$ cat config.mk
export PLATFORM = sky130hd
export DESIGN_NAME = adder8_operand_recover
export DESIGN_NICKNAME = d
export VERILOG_FILES = /design/src/rtl/adder8_operand_recover.sv
export SDC_FILE = /design/constraint.sdc
export NUM_CORES = 1
export LEC_CHECK = 0
export ABC_AREA = 1
export ABC_CLOCK_PERIOD_IN_PS = 2900
export CELL_PAD_IN_SITES_DETAIL_PLACEMENT = 1
export CELL_PAD_IN_SITES_GLOBAL_PLACEMENT = 2
export CORE_ASPECT_RATIO = 1.25
export CORE_MARGIN = 2
export CORE_UTILIZATION = 32
export CTS_BUF_LIST = sky130_fd_sc_hd__clkbuf_8
export DETAILED_ROUTE_END_ITERATION = 8
export PLACE_DENSITY_LB_ADDON = 0.2
export REMOVE_ABC_BUFFERS = 1
export SYNTH_ARGS = -nofsm -noshare
export SYNTH_HDL_FRONTEND = slang
export SYNTH_SLANG_ARGS = --single-unit
$ cat constraint.sdc
create_clock -name clk -period 2.9 [get_ports clk]
set_input_delay 0.29 -clock clk [delete_from_list [all_inputs] [get_ports clk]]
set_output_delay 0.29 -clock clk [all_outputs]
set_load 0.05 [all_outputs]
$ cat src/rtl/adder8_operand_recover.sv
// adder8_operand_recover: bit-serial inverse of the 8-bit carry-in adder.
// Recovers operand b = {cout,s} - a - c, BITS_PER_CYCLE bits per RUN cycle,
// with valid/ready handshakes on the input and output sides.
// Optional feature macro: ADDER8_RECOVER_ERR_EN adds the err output, which flags
// results that do not fit in WIDTH bits (negative, or >= 2^WIDTH).
module adder8_operand_recover #(
  parameter int unsigned WIDTH          = 8,
  parameter int unsigned BITS_PER_CYCLE = 1
) (
  input  logic             clk,
  input  logic             rst,
  input  logic             in_valid,
  output logic             in_ready,
  input  logic [WIDTH-1:0] s,
  input  logic             cout,
  input  logic [WIDTH-1:0] a,
  input  logic             c,
  output logic             out_valid,
  input  logic             out_ready,
  output logic [WIDTH-1:0] b
`ifdef ADDER8_RECOVER_ERR_EN
  ,
  output logic             err
`endif
);

  localparam int unsigned N     = WIDTH / BITS_PER_CYCLE;
  localparam int unsigned CNT_W = (N > 1) ? $clog2(N) : 1;
  localparam int unsigned BPC   = BITS_PER_CYCLE;

  if ((BITS_PER_CYCLE == 0) || (WIDTH % BITS_PER_CYCLE != 0)) begin : g_bad_cfg
    $error("adder8_operand_recover: BITS_PER_CYCLE must be nonzero and divide WIDTH");
  end

  typedef enum logic [1:0] {
    IDLE = 2'd0,
    RUN  = 2'd1,
    DONE = 2'd2
  } state_t;

  state_t           state;
  logic [WIDTH-1:0] s_q;
  logic [WIDTH-1:0] a_q;
  logic             cout_q;
  logic             borrow;
  logic [CNT_W-1:0] count;

  logic [BPC-1:0]   s_chunk;
  logic [BPC-1:0]   a_chunk;
  logic [BPC:0]     chunk_diff;
  logic [BPC-1:0]   chunk_bits;
  logic             chunk_borrow;
  logic [WIDTH-1:0] b_next;

  // Subtract the current LSB chunk; the extra MSB of the difference is the borrow out.
  // s_q/a_q are shifted right each RUN cycle and b fills from the top, so after N
  // cycles chunk k has landed in b[k] exactly as an indexed write would place it.
  always_comb begin
    s_chunk      = s_q[BPC-1:0];
    a_chunk      = a_q[BPC-1:0];
    chunk_diff   = {1'b0, s_chunk} - {1'b0, a_chunk} - {{BPC{1'b0}}, borrow};
    chunk_bits   = chunk_diff[BPC-1:0];
    chunk_borrow = chunk_diff[BPC];
    b_next       = (b >> BPC) | (WIDTH'(chunk_bits) << (WIDTH - BPC));
  end

  // Control FSM and datapath registers with registered handshake outputs.
  always_ff @(posedge clk or posedge rst) begin
    if (rst) begin
      state     <= IDLE;
      in_ready  <= 1'b1;
      out_valid <= 1'b0;
      b         <= '0;
      borrow    <= 1'b0;
      count     <= '0;
      s_q       <= '0;
      a_q       <= '0;
      cout_q    <= 1'b0;
`ifdef ADDER8_RECOVER_ERR_EN
      err       <= 1'b0;
`endif
    end else begin
      case (state)
        IDLE: begin
          if (in_valid && in_ready) begin
            s_q      <= s;
            a_q      <= a;
            cout_q   <= cout;
            borrow   <= c;
            count    <= '0;
            in_ready <= 1'b0;
            state    <= RUN;
          end
        end
        RUN: begin
          s_q    <= s_q >> BPC;
          a_q    <= a_q >> BPC;
          b      <= b_next;
          borrow <= chunk_borrow;
          count  <= count + 1'b1;
          if (count == CNT_W'(N - 1)) begin
            out_valid <= 1'b1;
            state     <= DONE;
`ifdef ADDER8_RECOVER_ERR_EN
            err       <= cout_q ^ chunk_borrow;
`endif
          end
        end
        DONE: begin
          if (out_ready) begin
            out_valid <= 1'b0;
            in_ready  <= 1'b1;
            state     <= IDLE;
          end
        end
        default: begin
          out_valid <= 1'b0;
          in_ready  <= 1'b1;
          state     <= IDLE;
        end
      endcase
    end
  end

`ifndef ADDER8_RECOVER_ERR_EN
  // Without the error feature the latched cout has no consumer.
  logic unused_cout;
  assign unused_cout = cout_q;
`endif

endmodule

# == Yosys cells after proc, flatten, opt, wreduce, memory -nomap -nowiden ==
# Cells that the tools add are included.
# op_classes
n_addsub,3
n_eq_ne,6
mux,18
bitwise_logic,3
reduce_logical,7
# ops
operator,count
$pmux 8 s2,2
$mux 8,2
$reduce_and 3->1,3
$or 7x8->8,1
$mux 2,3
$ne 2x2->1 const B,3
$pmux 1 s3,2
$pmux 2 s3,1
$pmux 3 s2,1
$mux 1,5
$add 3x1->3 const B,1
$eq 3x3->1 const B,1
$mux 3,1
$eq 2x1->1 const B,1
$eq 2x2->1 const B,1
$logic_not 2->1,1
$not 1->1,2
$pmux 1 s2,1
$reduce_and 2->1,1
$reduce_bool 2->1,1
$sub 1x1->2,1
$sub 2x1->2,1
$logic_and 1x1->1,1
# word_totals
reg_bits,32
in_bits,22
output_inout_bits,10
word_cells,45

# == Longest topological paths before layout ==
# Gate-level depths: netlist of the first run.
# depth
word_depth,3
mapped_depth,8
mapped_depth_nobuf,7

# == Worst setup path before layout of the first run ==
# No wires, ideal clock.
# synth_timing
path_type,register -> register
startpoint,reg in_ready
endpoint,reg a_q[0]
setup_ps,116
arrival_ps,1319
t_required_ps,2784
setup_slack_ps,1464
stages_incl_launch_ff,7
n_path_buf,1
synth_period_minus_slack_ps,1436
cell_sequence,dfstp_2 -> nand2_1 -> nor2_1 -> nor2_4 -> buf_6 -> nand2_1 -> nand2_1
# synth_via
elab_chain_cells,3
# synth_lines
item,line,text
from (decl),13,"output logic in_ready,"
from (signal assigned),71,in_ready <= 1'b1;
from (signal assigned),91,in_ready <= 1'b0;
from (signal assigned),112,in_ready <= 1'b1;
$logic_and 1x1->1,85,if (in_valid && in_ready) begin
$ne 2x2->1 (no source line),--,
$reduce_and 2->1 (no source line),--,
to (signal assigned),97,a_q <= a_q >> BPC;
to (decl),43,logic [WIDTH-1:0] a_q;
# Every way passes these cells.
# A chain may end at the register's enable or synchronous reset.

# == Worst setup path after layout of the first run ==
# layout_timing
startpoint,reg in_ready
endpoint,out in_ready
# No word-level cell between the ends.

==> run metrics, run 1 <==
CP Capture Point in_ready; Leak 0.00103 µW; Fmax 523 MHz; Area Growth Syn to Fin 24.0%; worst-path cell chain clkdlybuf4s50_1; status finished, final reports clean; Routed WL per cell 11.6 µm; DRC violations left 0; Largest stage delay, worst path 0.80 ns; worst slew pin tran 0.606 ns; clock skew 0.00683 ns; Stages on worst setup path 1; number of H-tree levels 2; Setup-failing EPs final 0; RD Place Congestion 0.711; num rows 28; Placed Cells incl. Taps 278; clock transition at the registers of the reported paths 0.07 ns; Num CTS Buffers 5; critical path class register to output port; reg2reg start state[1]; Min-Delay Path Class primary input to asynchronous set/reset pin; Peak VDD IR 289 µV; CTS Buffer Depth 2; Layout Cells excl Fill 286; Reg2Reg Setup Slack 1.02 ns; Power Dens Cells 1060 mW/mm²; Final Hold Fails 0; vias in the first global route 1239; crit path DAT 1.62 ns; CP top delay family buffers and inverters; Post-Syn Area per Cell 7.66 µm²; synth top area cells dfrtp_1 50%, nand2_1 31%, buf_4 3.9%, dfstp_2 1.7%, ha_1 1.6%; pin count of the biggest net entering global routing 33; grt ovf 0; Routed Antenna Nets 0; n_diodes 0; Slew Viols, Final 0; Top-Level Pins 32; Initial Util 32.8%; Worst R2R Path Depth 6; Vias/cell 4.47; DRT Pass-1 Iters 4; Final nets 250; chip width 66.0 µm; RSZ-0062 raised after global routing no; first-pass GRT wire length 5.64 mm; Synth Register Bits 32; TritonCTS clock tree done; max cap viols 0; Crit Path Max Fanout 3; clk sinks 32; slowest CP cell clkdlybuf4s50_1; leading area contributor after synthesis dfrtp_1; synth unique cells 19; post-route setup TNS 0 ns; Global Route Usage Sum 13.6%; Worst slew margin 59.4%; latest clock arrival within the worst-skew pair 0.28 ns; minimum clock period 1.91 ns; Syn. warnings 0; DPL Wire Length 2.17 mm; Crit. End Element output port; Tcrit/Tclk final 65.9%; clock root cell clkbuf_8; initial antenna violation count 0; CP required 2.61 ns; reg-to-reg endpoint s_q[2]; die area 0.00538 mm²; source of the critical timing path in_ready; IO buf count 30; fillcell total 600; Post-Synthesis Cells 201; die height 81.5 µm; Startpoint Class register; DRT iter0 DRCs 54; post-CTS setup buffer count 0; layout cells sized above 1 5.31%; Post-Route WL 3.33 mm; Vias 1278; CTS Hold Bufs 0; CORE AREA 0.00469 mm²; Post-CTS Resized 0; share of the synthesized area in the top cell type 50.4%; Bufs and invs on worst path 1; sequential-to-total area share from yosys stat 52.1%; hold slack 0.409 ns; Mapped Area 0.00154 mm²
[cell usage after synthesis]
cell type  instances
a21oi_1            1
dfrtp_1           31
nor2_4             1
dfstp_2            1
nand3b_1           1
clkbuf_1           1
fa_1               1
nor2_1             4
ha_1               2
nand2_2            1
inv_1              6
inv_2              1
buf_6              1
nand2_1          129
nand3_1            3
buf_2              4
o21ai_0            4
buf_4              8
inv_4              1
[where the power goes]
group / internal, µW / switching, µW
sequential: 637 / 113
combinational: 306 / 641
clock: 161 / 160
[how the worst min path moves through the flow]
stage               depth (start not counted)       end      from  slack (ns)
finish                                      3      b[1]       rst        0.41
global placement                            2  count[1]  count[1]        0.46
global route                                3      b[1]       rst        0.46
detailed placement                          2    a_q[3]    a_q[3]        0.47
floorplan                                   1    a_q[0]       rst        0.41
CTS                                         3      b[0]       rst        0.42
[sequential cells by signal, summed over array words and instances, names as in the netlist]
signal and cells:
borrow 1, a_q 8, count 3, state 2, s_q 8, in_ready 1
b 8, out_valid 1
[cell families (layout without fill, tap and decap cells)]
group	after synthesis	count (layout)	share of synthesized area (%)
simple gates	139	139	35.0
flops	32	32	52.1
fa+ha+maj	3	3	2.93
buf+inv	22	47	8.29
compound gates	5	5	1.63
[metrics by stage]
stage / setup slack [ns] / utilization, % / total power, µW / area [µm²]
final: 0.987 / 40.6 / 2020 / 1910
after detailed placement: 0.984 / 38.9 / 1730 / 1830
after global placement: 0.997 / 38.9 / 1680 / 1830
after CTS: 0.949 / 40.6 / 2070 / 1910
after global routing: 0.729 / 40.6 / 2210 / 1910
after floorplan: 1.45 / - / 1410 / 1440
[cell type report]
class	count	area (µm²)	area share (%)
Tap cell	60	75.1	3.93
Timing Repair Buffer	31	308	16.1
Inverter	8	32.5	1.70
Clock inverter	3	12.5	0.656
Multi-Input combinational cell	147	609	31.9
Sequential cell	32	802	42.0
Clock buffer	5	68.8	3.61
[cell usage in the layout, fill, tap and decap left out, types with 2 or more instances in the layout]
cell             synthesis  routed
nand2_1                129     129
dfrtp_1                 31      31
clkdlybuf4s50_1          0      30
inv_1                    6       8
clkbuf_8                 0       5
nor2_1                   4       4
o21ai_0                  4       4
nand3_1                  3       3
ha_1                     2       2
[layer usage]
metal / GRT usage [%] / part of all wire (%)
met2: 23.0 / 47
met4: 5.51 / 1.7
met1: 17.2 / 46
met5: 0 / 0
met3: 2.47 / 4.7
Note: power is estimated with default switching activity, not from simulation.
==> inputs of run 2 (changes only) <==
ABC_CLOCK_PERIOD_IN_PS = 1610   (was 2900)
CORE_UTILIZATION = 27   (was 32)
clock period = 1.61 ns   (was 2.9 ns; I/O delays follow)
==> run metrics, run 2 (same netlist as run 1, synthesis figures left out) <==
DRT iter0 DRCs 50 (was 54); Final nets 254 (was 250); grt ovf 0 (unchanged); source of the critical timing path state[1] (was in_ready); critical path class register to register (was register to output port); Worst slew margin 76.0% (was 59.4%); die area 0.00632 mm² (was 0.00538 mm²); Setup-failing EPs final 0 (unchanged); Min-Delay Path Class primary input to asynchronous set/reset pin (unchanged); Crit Path Max Fanout 26 (was 3); first-pass GRT wire length 6.38 mm (was 5.64 mm); Final Hold Fails 0 (unchanged); initial antenna violation count 0 (unchanged); Pint 2100 µW (was 1100 µW); Routed WL per cell 12.1 µm (was 11.6 µm); status finished, final reports clean (unchanged); sw power 1680 µW (was 915 µW); post-CTS setup buffer count 0 (unchanged); Reg2Reg Setup Slack 0.27 ns (was 1.02 ns); Initial Util 28.1% (was 32.8%); CTS Hold Bufs 0 (unchanged); Post-Route WL 3.57 mm (was 3.33 mm); RSZ-0062 raised after global routing no (unchanged); Leak 0.00108 µW (was 0.00103 µW); pin count of the biggest net entering global routing 27 (was 33); Comb pwr share 47.7% (was 46.9%); Post-CTS Resized 0 (unchanged); CTS Buffer Depth 2 (unchanged); clock root cell clkbuf_8 (unchanged); Routed Antenna Nets 0 (unchanged); clk sinks 32 (unchanged); CORE AREA 0.00548 mm² (was 0.00469 mm²); Top-Level Pins 32 (unchanged); biggest regs a_q x8, b x8, s_q x8 (unchanged); crit path DAT 1.50 ns (was 1.62 ns); n_diodes 0 (unchanged); latest clock arrival within the worst-skew pair 0.28 ns (about the same); num rows 30 (was 28); vias in the first global route 1424 (was 1239); highest-count cells in the layout ignoring fill and taps 129 x nand2_1, 31 x dfrtp_1, 20 x clkdlybuf4s50_1, 13 x buf_4, 8 x inv_1 (was 129 x nand2_1, 31 x dfrtp_1, 30 x clkdlybuf4s50_1, 8 x inv_1, 5 x clkbuf_8); Power Dens Cells 1930 mW/mm² (was 1060 mW/mm²); CP required 1.77 ns (was 2.61 ns); TritonCTS clock tree done (unchanged); fin util 35.6% (was 40.6%); reg2reg start state[1] (unchanged); clock skew 0.00745 ns (was 0.00683 ns); IO buf count 30 (unchanged); commonest non-fill, non-tap cell in the layout nand2_1 (unchanged); Fmax 749 MHz; die height 88.4 µm (was 81.5 µm); RD Place Congestion 0.678 (was 0.711); hold slack 0.147 ns (was 0.409 ns); Area Growth Syn to Fin 26.8% (was 24.0%); DRC violations left 0 (unchanged); minimum clock period 1.34 ns; Crit. End Element register (was output port); Design Power 3770 µW (was 2020 µW); Flop pwr share 35.9% (was 37.2%); clock transition at the registers of the reported paths 0.07 ns (about the same); DRT Pass-1 Iters 5 (was 4); Tcrit/Tclk final 82.9%; worst slew pin tran 0.359 ns (was 0.606 ns); Vias/cell 4.32 (was 4.47); number of H-tree levels 2 (unchanged); layout cells sized above 1 11.3% (was 5.31%); switching part of the total 44.4% (was 45.3%); DPL Wire Length 2.45 mm (was 2.17 mm); post-route setup TNS 0 ns (unchanged); Clock Power Share 16.4% (was 15.9%); Peak VDD IR 412 µV (was 289 µV); Num CTS Buffers 5 (unchanged); Vias 1271 (was 1278); Slew Viols, Final 0 (unchanged); max cap viols 0 (unchanged); Global Route Usage Sum 12.9% (was 13.6%); Startpoint Class register (unchanged); chip width 71.5 µm (was 66.0 µm)
[run 2: per-stage QoR]
step	worst slack (ns)	cells	instance area, µm²
after floorplan	0.160	187	1440
after global placement	0.164	285	1840
after detailed placement	0.116	285	1840
after CTS	0.0974	293	1930
after global routing	0.172	294	1950
final	0.275	294	1950
[run 2: worst paths after layout]
check	endpoint	cells past startpoint
setup / recovery	borrow	7
hold / removal	out_valid	2
setup reg to reg	borrow	7
hold reg to reg	in_ready	2
max in group asynchronous	a_q[6]	3
min in group clk	s_q[7]	3
[run 2: routing by layer]
layer / routed length (µm) / up-vias / GRT usage (%)
met5: 0 / - / 0
met4: 44 / 0 / 4.12
met3: 181 / 5 / 3.64
met2: 1700 / 26 / 22.0
met1: 1640 / 588 / 15.8
li1: - / 652 / -
[run 2: critical path: stages, from the launching register on]
cell     delay (ns)
dfrtp_1        0.43
inv_2          0.07
nand2_2        0.11
inv_4          0.26
nor2_4         0.06
buf_12         0.16
nand2_1        0.06
nand2_1        0.06
[run 2: area by class of cell]
type	instances	area, µm²
fillers	655	3530
flip-flops and latches	32	802
multi-input cells	147	609
repair buffers	35	338
clock buffers	6	82.6
well taps	64	80.1
inverters	8	32.5
clock inverters	2	7.51
[run 2: power by group through the flow]
stage | sequential (µW) | combinational (µW) | clock, µW
after floorplan | 1650 | 883 | 0
after global placement | 1350 | 1730 | 0
after detailed placement | 1370 | 1780 | 0
after CTS | 1360 | 1790 | 650
after global routing | 1400 | 2090 | 678
final | 1350 | 1800 | 620
==> inputs of run 3 (changes only) <==
ABC_CLOCK_PERIOD_IN_PS = 1350   (was 1610)
CORE_UTILIZATION = 30   (was 27)
clock period = 1.35 ns   (was 1.61 ns; I/O delays follow)
==> run metrics, run 3 (same netlist as run 1, synthesis figures left out) <==
pin count of the biggest net entering global routing 33 (was 27); Top-Level Pins 32 (unchanged); TritonCTS clock tree done (unchanged); CORE AREA 0.00501 mm² (was 0.00548 mm²); clk sinks 32 (unchanged); Setup-failing EPs final 0 (unchanged); vias in the first global route 1325 (was 1424); Slew Viols, Final 0 (unchanged); first-pass GRT wire length 5.97 mm (was 6.38 mm); Num CTS Buffers 5 (unchanged); layout cells sized above 1 13.7% (was 11.3%); Startpoint Class register (unchanged); hold slack 0.198 ns (was 0.147 ns); Leak 0.00113 µW (was 0.00108 µW); CP required 1.52 ns (was 1.77 ns); CTS Buffer Depth 2 (unchanged); fin util 41.9% (was 35.6%); Crit. End Element register (unchanged); CTS Hold Bufs 0 (unchanged); clock root cell clkbuf_8 (unchanged); Placed Area 0.00199 mm² (was 0.00184 mm²); Tcrit/Tclk final 94.4% (was 82.9%); number of H-tree levels 2 (unchanged); Vias/cell 4.49 (was 4.32); Post-Route WL 3.63 mm (was 3.57 mm); Final Hold Fails 0 (unchanged); Worst slew margin 70.2% (was 76.0%); minimum clock period 1.27 ns (was 1.34 ns); RD Place Congestion 0.726 (was 0.678); chip width 68.1 µm (was 71.5 µm); crit path DAT 1.44 ns (was 1.50 ns); num rows 29 (was 30); finished layout cell area 0.00210 mm² (was 0.00195 mm²); DRT Pass-1 Iters 4 (was 5); Crit Path Max Fanout 9 (was 26); die area 0.00572 mm² (was 0.00632 mm²); clock skew 0.00540 ns (was 0.00745 ns); RSZ-0062 raised after global routing yes (was no); commonest non-fill, non-tap cell in the layout nand2_1 (unchanged); Power Dens Cells 2340 mW/mm² (was 1930 mW/mm²); Fmax 785 MHz (was 749 MHz); die height 84.1 µm (was 88.4 µm); n_diodes 0 (unchanged); Peak VDD IR 676 µV (was 412 µV); Min-Delay Path Class primary input to asynchronous set/reset pin (unchanged); status finished, final reports clean (unchanged); max cap viols 0 (unchanged); initial antenna violation count 0 (unchanged); highest-count cells in the layout ignoring fill and taps 129 x nand2_1, 31 x dfrtp_1, 20 x clkdlybuf4s50_1, 11 x buf_12 (was 129 x nand2_1, 31 x dfrtp_1, 20 x clkdlybuf4s50_1, 13 x buf_4, 8 x inv_1); Design Power 4920 µW (was 3770 µW); Routed WL per cell 12.3 µm (was 12.1 µm); Area Growth Syn to Fin 36.4% (was 26.8%); DPL Wire Length 2.47 mm (was 2.45 mm); clock transition at the registers of the reported paths 0.07 ns (about the same); latest clock arrival within the worst-skew pair 0.28 ns (about the same); DRC violations left 0 (unchanged); worst slew pin tran 0.446 ns (was 0.359 ns); Routed Antenna Nets 0 (unchanged); IO buf count 30 (unchanged); biggest regs a_q x8, b x8, s_q x8 (unchanged); critical path class register to register (unchanged); Vias 1324 (was 1271); grt ovf 0 (unchanged); Global Route Usage Sum 13.9% (was 12.9%); Final nets 257 (was 254); DRT iter0 DRCs 42 (was 50); Initial Util 30.7% (was 28.1%); fillcell total 615 (was 655)
run 3: cell types whose count changed in the layout (fill, tap and decap cells not counted), sizes merged:
cell | previous run | this run
nor2 | 5 | 6
clkinv | 0 | 2
inv | 10 | 8
buf | 15 | 17
run 3: power breakdown:
part | switching, µW | internal (µW) | total, µW
clock | 351 | 406 | 757
sequential | 299 | 1370 | 1670
combinational | 1460 | 1030 | 2490
total | 2110 | 2800 | 4920
run 3: per-stage QoR:
step                      worst slack, ns  cells  TNS (ns)
after floorplan                   -0.0998    187     -1.35
final                              0.0759    295         0
after CTS                          0.0320    294         0
after global routing              -0.0402    295    -0.298
after detailed placement          -0.0732    286    -0.931
after global placement            -0.0225    286    -0.308
run 3: path summary, 6_finish.rpt:
kind                                 end  slack [ns]  cells after the start      from
worst min register to register    a_q[7]        0.48                      2    a_q[7]
max in group asynchronous       in_ready        0.92                      3       rst
worst max register to register  count[1]        0.08                      5  in_ready
worst min-delay path                b[1]        0.20                      3       rst
min in group clk                  s_q[7]        0.44                      3      s[7]
worst max-delay path            count[1]        0.08                      5  in_ready
run 3: layout make-up:
type                    count  area (µm²)  area share [%]
flip-flops and latches     32         802            38.2
multi-input cells         148         618            29.4
repair buffers             37         477            22.7
clock buffers               6        82.6            3.93
well taps                  62        77.6            3.69
inverters                   8        32.5            1.55
clock inverters             2        10.0           0.477
run 3: worst max-delay path, cell delays in order (launching register included):
cell     delay [ns]
dfstp_2        0.53
nand2_1        0.09
nor2_2         0.23
nor2_2         0.17
nand2_1        0.09
nand2_1        0.05
run 3: what timing repair did:
action / CTS / global route
resized for setup: 0 / 4
buffers inserted: 0 / 0
setup endpoints to repair: 0 / 19
run 3: routing by layer:
metal / routed length, µm / part of all wire, % / global-route usage (%)
met4: 67 / 1.8 / 5.45
met2: 1840 / 51 / 22.8
met3: 196 / 5.4 / 4.32
met1: 1520 / 42 / 16.4
met5: 0 / 0 / 0
